## config.mk

```make
export PLATFORM = sky130hd
export DESIGN_NAME = rf_alu_sequencer
export DESIGN_NICKNAME = d
export VERILOG_FILES = /design/src/rtl/rf_pkg.sv /design/src/rtl/rf_alu.sv /design/src/rtl/rf_alu_sequencer.sv
export SDC_FILE = /design/constraint.sdc
export NUM_CORES = 1
export LEC_CHECK = 0
export CORE_MARGIN = 3
export CORE_UTILIZATION = 48
export CTS_CLUSTER_DIAMETER = 60
export CTS_CLUSTER_SIZE = 28
export DETAILED_ROUTE_END_ITERATION = 7
export PLACE_DENSITY = 0.75
export SLEW_MARGIN = 20
export SYNTH_ARGS = -nofsm -noshare
export SYNTH_HDL_FRONTEND = slang
export SYNTH_SLANG_ARGS = --single-unit
```

## constraint.sdc

```tcl
create_clock -name CLOCK_50 -period 2.6 [get_ports CLOCK_50]
set_clock_uncertainty 0.15 [all_clocks]
set_input_delay 0.39 -clock CLOCK_50 [delete_from_list [all_inputs] [get_ports CLOCK_50]]
set_output_delay 0.39 -clock CLOCK_50 [all_outputs]
set_load 0.01 [all_outputs]
```

## src/rtl/rf_pkg.sv

```systemverilog
// Shared widths, opcodes and sequencer state encodings for the register-file ALU sequencer.
package rf_pkg;
  localparam int DATA_W = 8;
  localparam int ADDR_W = 2;

  localparam logic [2:0] OP_NOP = 3'b000;
  localparam logic [2:0] OP_ADD = 3'b001;
  localparam logic [2:0] OP_SUB = 3'b010;
  localparam logic [2:0] OP_AND = 3'b011;
  localparam logic [2:0] OP_OR  = 3'b100;
  localparam logic [2:0] OP_XOR = 3'b101;
  localparam logic [2:0] OP_SHL = 3'b110;
  localparam logic [2:0] OP_LDI = 3'b111;

  typedef enum logic [1:0] {
    S_IDLE = 2'd0,
    S_READ = 2'd1,
    S_EXEC = 2'd2,
    S_WB   = 2'd3
  } state_t;
endpackage

```

## src/rtl/rf_alu.sv

```systemverilog
// Combinational ALU: one DATA_W-bit result plus carry/borrow/shift-out.
module rf_alu
  import rf_pkg::*;
#(
  parameter int DATA_W = rf_pkg::DATA_W
) (
  input  logic [2:0]        i_op,
  input  logic [DATA_W-1:0] i_a,
  input  logic [DATA_W-1:0] i_b,
  input  logic [DATA_W-1:0] i_imm,
  output logic [DATA_W-1:0] o_result,
  output logic              o_carry
);
  logic [DATA_W:0] w_wide;

  always_comb begin
    w_wide = '0;
    unique case (i_op)
      OP_ADD:  w_wide = {1'b0, i_a} + {1'b0, i_b};
      // Bit DATA_W of the extended difference is the unsigned borrow.
      OP_SUB:  w_wide = {1'b0, i_a} - {1'b0, i_b};
      OP_AND:  w_wide = {1'b0, i_a & i_b};
      OP_OR:   w_wide = {1'b0, i_a | i_b};
      OP_XOR:  w_wide = {1'b0, i_a ^ i_b};
      OP_SHL:  w_wide = {i_a, 1'b0};
      OP_LDI:  w_wide = {1'b0, i_imm};
      default: w_wide = '0;
    endcase
  end

  assign o_result = w_wide[DATA_W-1:0];
  assign o_carry  = w_wide[DATA_W];
endmodule

```

## src/rtl/rf_alu_sequencer.sv

```systemverilog
// Four-cycle IDLE/READ/EXEC/WB sequencer driving a register file's read and write ports.
module rf_alu_sequencer
  import rf_pkg::*;
#(
  parameter int DATA_W = rf_pkg::DATA_W,
  parameter int ADDR_W = rf_pkg::ADDR_W
) (
  input  logic              CLOCK_50,
  input  logic              resetn,
  input  logic              instr_valid,
  output logic              instr_ready,
  input  logic [2:0]        instr_op,
  input  logic [ADDR_W-1:0] instr_rd,
  input  logic [ADDR_W-1:0] instr_rs1,
  input  logic [ADDR_W-1:0] instr_rs2,
  input  logic [DATA_W-1:0] instr_imm,
  output logic [ADDR_W-1:0] regA,
  output logic [ADDR_W-1:0] regB,
  input  logic [DATA_W-1:0] dataA,
  input  logic [DATA_W-1:0] dataB,
  output logic              RFWrite,
  output logic [ADDR_W-1:0] regW,
  output logic [DATA_W-1:0] dataW,
  output logic              done,
  output logic              busy,
  output logic              flag_z,
  output logic              flag_c
);
  state_t              r_state, w_next;
  logic [2:0]          r_op;
  logic [ADDR_W-1:0]   r_rd;
  logic [DATA_W-1:0]   r_imm, r_opa, r_opb;
  logic                r_carry;
  logic [DATA_W-1:0]   w_result;
  logic                w_carry;
  logic                w_accept;

  rf_alu #(.DATA_W(DATA_W)) u_alu (
    .i_op     (r_op),
    .i_a      (r_opa),
    .i_b      (r_opb),
    .i_imm    (r_imm),
    .o_result (w_result),
    .o_carry  (w_carry)
  );

  always_ff @(posedge CLOCK_50 or negedge resetn) begin
    if (!resetn) r_state <= S_IDLE;
    else         r_state <= w_next;
  end

  always_comb begin
    w_next      = r_state;
    instr_ready = 1'b0;
    busy        = 1'b1;
    unique case (r_state)
      S_IDLE: begin
        instr_ready = 1'b1;
        busy        = 1'b0;
        if (instr_valid) w_next = S_READ;
      end
      S_READ:  w_next = S_EXEC;
      S_EXEC:  w_next = S_WB;
      default: w_next = S_IDLE;
    endcase
  end

  assign w_accept = instr_ready && instr_valid;

  // Read selects are loaded at accept so they are stable for the whole READ cycle.
  always_ff @(posedge CLOCK_50 or negedge resetn) begin
    if (!resetn) begin
      r_op    <= OP_NOP;
      r_rd    <= '0;
      r_imm   <= '0;
      r_opa   <= '0;
      r_opb   <= '0;
      r_carry <= 1'b0;
      regA    <= '0;
      regB    <= '0;
      regW    <= '0;
      dataW   <= '0;
      RFWrite <= 1'b0;
      done    <= 1'b0;
      flag_z  <= 1'b0;
      flag_c  <= 1'b0;
    end else begin
      unique case (r_state)
        S_IDLE: if (w_accept) begin
          r_op  <= instr_op;
          r_rd  <= instr_rd;
          r_imm <= instr_imm;
          regA  <= instr_rs1;
          regB  <= instr_rs2;
        end
        S_READ: begin
          r_opa <= dataA;
          r_opb <= dataB;
        end
        S_EXEC: begin
          dataW   <= w_result;
          regW    <= r_rd;
          r_carry <= w_carry;
          RFWrite <= (r_op != OP_NOP);
          done    <= 1'b1;
        end
        default: begin
          RFWrite <= 1'b0;
          done    <= 1'b0;
          if (r_op != OP_NOP) begin
            flag_z <= (dataW == '0);
            flag_c <= r_carry;
          end
        end
      endcase
    end
  end
endmodule

```

==> flow_metrics.py <==
metrics = {
    "outcome": {
        "outcome": "finished, violations left",
        "violations": "setup timing",
    },
    "critical_path": {
        "critical-path-max-stage-delay_ps": 430,
        "endpoint_kind": "flip-flop",
        "crit_chain": "nor2b_4 > nor2b_4 > mux2_4 > fa_2 > nand2b_4 > a21oi_1 > nor2_1 > or4_1 > a21oi_1",
        "r2r_cells": 9,
        "critPathSlowestCell": "dfrtp_1",
        "criticalPathCategory": "flip-flop to flip-flop",
        "start_kind": "flip-flop",
        "cp_max_fo": 2,
        "reg2reg_slack_ps": -20,
        "r2r-start": "r_op[2]$_DFFE_PN0P_",
        "required_ps": 2690,
        "crit_arrival_ps": 2700,
        "r2r_end": "dataW[4]$_DFFE_PN0P_",
    },
    "floorplan": {
        "die_height_microns": 85.4,
        "placeableCoreArea_sq_um": 6030,
        "fp.dieW_microns": 85.4,
        "io-pin-count": 56,
        "dieArea_sq_um": 7300,
        "start_util": 0.502,
        "rows": 28,
    },
    "power_and_ir_drop": {
        "p_seq_frac": 0.246,
        "clkPwrFrac": 0.092,
        "swShare": 0.424,
        "pwr-share-comb": 0.662,
        "power.switching_uw": 2540,
        "vdd_drop_max_v": 0.000646,
        "p_leak_uw": 0.00168,
        "p_per_area_nw_per_um2": 1550,
        "p_int_uw": 3450,
    },
    "yosys": {
        "synth.cell_area_sq_um": 3030,
        "synth-edff-count": 0,
        "synth-seq-cells": 50,
        "syn_inst": 292,
        "ys_top_cells_by_area": "dfrtp_1 (41%), ha_1 (12%), mux2_2 (8.6%)",
        "ys_seq_area_frac": 0.413,
        "postSynth.asyncResetShare": 1.00,
        "yosysWarnings": 0,
        "syn_avg_cell_area_sq_um": 10.4,
        "synth_nets": 358,
        "synth.distinct_cells": 43,
        "synth_top_area_cell": "dfrtp_1",
        "yosysTopAreaCellShare": 0.413,
        "synth_flop_cell": "dfrtp_1",
    },
    "cts": {
        "cts.sinks": 50,
        "clock_path_buffers": 2,
        "cts_max_level": 2,
        "cts_tree": "done",
        "root_buffer": "clkbuf_8",
        "postCtsHoldBufs": 0,
        "clk_latency_ps": 310,
        "cts_buffers": 5,
        "clk_pin_slew_ps": 100,
    },
    "timing": {
        "finalHoldViolCount": 0,
        "grt_setup_unrepaired": "true",
        "tightest_slew_ps": 627,
        "slew_viol_final": 0,
        "post-route-period-util": 1.01,
        "timing.fmax_mhz": 382,
        "worst_slack_ps": -16.8,
        "fin_crit_ps": 2620,
        "timing.slew.headroom": 0.582,
        "holdWs_ps": 15.7,
        "tns_ps": -16.8,
        "setup_viol": 1,
    },
    "global_routing": {
        "overflow": 0,
        "grt_pass1_wl_mm": 11.0,
        "grt_max_degree": 51,
        "met3_usage": 0.0340,
        "grt_pass1_vias": 2329,
        "use_met2": 0.306,
        "met1_usage": 0.259,
        "grtUsageTotal": 0.186,
        "grt-busiest-layer": "met2",
        "antenna_found_initial": 0,
    },
    "final_layout": {
        "syn2layout_area_growth_pct": 28.1,
        "diodes": 0,
        "mostFrequentLayoutCells": "clkdlybuf4s50_1 (54), dfrtp_1 (49), nand2_1 (27), ha_1 (27), inv_1 (26)",
        "seqCellArea_sq_um": 1250,
        "fill_cells": 487,
        "final_common_cell": "clkdlybuf4s50_1",
        "utilization": 0.644,
        "drive_above_1_share": 0.189,
        "final_nets": 420,
        "multi_input_area_sq_um": 1670,
        "design_area_sq_um": 3880,
    },
    "hold_path": {
        "hp-class": "primary input to async pin",
    },
    "routing": {
        "drt-vias-per-instance": 5.48,
        "detailroute.via_count": 2358,
        "wl_per_cell_microns": 15.9,
        "drc": 0,
        "drtIter0Drc": 153,
        "drt_first_pass_iters": 4,
        "postRouteAntennaNets": 0,
        "wl_mm": 6.83,
    },
    "place": {
        "port_buffers": 55,
        "gp_congestion": 0.910,
        "placed_cell_area_sq_um": 3680,
        "hpwl_mm": 4.84,
    },
    "flow_run": {
        "maxCapViolCount": 0,
    },
}
-- sequential cells by signal (all words and copies together) (netlist names), 2 cells and up --
signal and cells:
r_state 2, r_rd 2, r_imm 8, dataW 8
r_opa 8, regB 2, regW 2, regA 2
r_op 3, r_opb 8
-- cells by family after synthesis --
group,synth area share
XOR/XNOR,0.0347
adder cells (fa/ha/maj),0.126
flip-flops,0.413
multiplexers,0.141
AO/OA/AOI/OAI,0.126
AND/OR/NAND/NOR,0.102
buffers and inverters,0.0562
-- layer usage --
layer	wire length (microns)	part of all wire
met5	0	0
met1	2940	0.43
met2	3390	0.50
met4	102	0.015
met3	401	0.059
-- worst max-delay path, delay by kind of cell (launching register included) --
| kind | cells | cell delay (ps) |
|---|---|---|
| flops | 1 | 430 |
| simple gates | 5 | 940 |
| compound gates | 2 | 300 |
| mux | 1 | 330 |
| fa+ha+maj | 1 | 390 |
-- how the worst max path moves through the flow --
stage                                 to  cells past startpoint                 start
finish              dataW[4]$_DFFE_PN0P_                      9   r_op[2]$_DFFE_PN0P_
CTS                  r_carry$_DFFE_PN0P_                      9   r_op[2]$_DFFE_PN0P_
global placement    dataW[4]$_DFFE_PN0P_                      9  r_opb[1]$_DFFE_PN0P_
global route        dataW[4]$_DFFE_PN0P_                      9   r_op[2]$_DFFE_PN0P_
floorplan           dataW[2]$_DFFE_PN0P_                     10   r_op[1]$_DFFE_PN0P_
detailed placement   r_carry$_DFFE_PN0P_                      9   r_op[2]$_DFFE_PN0P_
-- timing repair --
action                                 4_1_cts  5_1_grt
gates resized for setup                      0       18
setup buffers                                0        4
setup endpoints to repair                    0        7
endpoints found under the hold margin        0        0
-- synthesized netlist by cell type, drive strengths merged, types with 2 or more instances --
master,count
a21oi,9
a221oi,4
a222oi,2
a31oi,4
buf,6
clkbuf,7
dfrtp,50
ha,29
inv,27
mux2,23
mux4,7
nand2,27
nand2b,4
nor2,17
nor2b,4
nor3,4
nor4,2
o21a,2
o21ai,27
o22ai,4
o31ai,5
xnor2,11
-- power by group through the flow --
stage	registers (uW)	logic (uW)	clock network [uW]
final	1470	3970	553
after global routing	1520	4390	597
after CTS	1460	3610	570
after detailed placement	1480	3580	0
after global placement	1460	3490	0
after floorplan	1460	2620	0
-- area by class of cell --
cell class	instances	area share
inverters	28	0.0271
clock inverters	2	0.00968
clock buffers	6	0.0187
flip-flops and latches	50	0.323
repair buffers	68	0.167
well taps	75	0.0242
multi-input cells	201	0.431
-- through the flow --
stage | power (uW) | setup slack (ps) | cells
floorplan | 4080 | 0.272 | 292
global placement | 4950 | 101 | 418
detailed placement | 5060 | 72.5 | 418
CTS | 5640 | 5.10 | 426
global route | 6510 | -72.0 | 430
finish | 6000 | -16.8 | 430
Power figures use the tool's default switching activity.
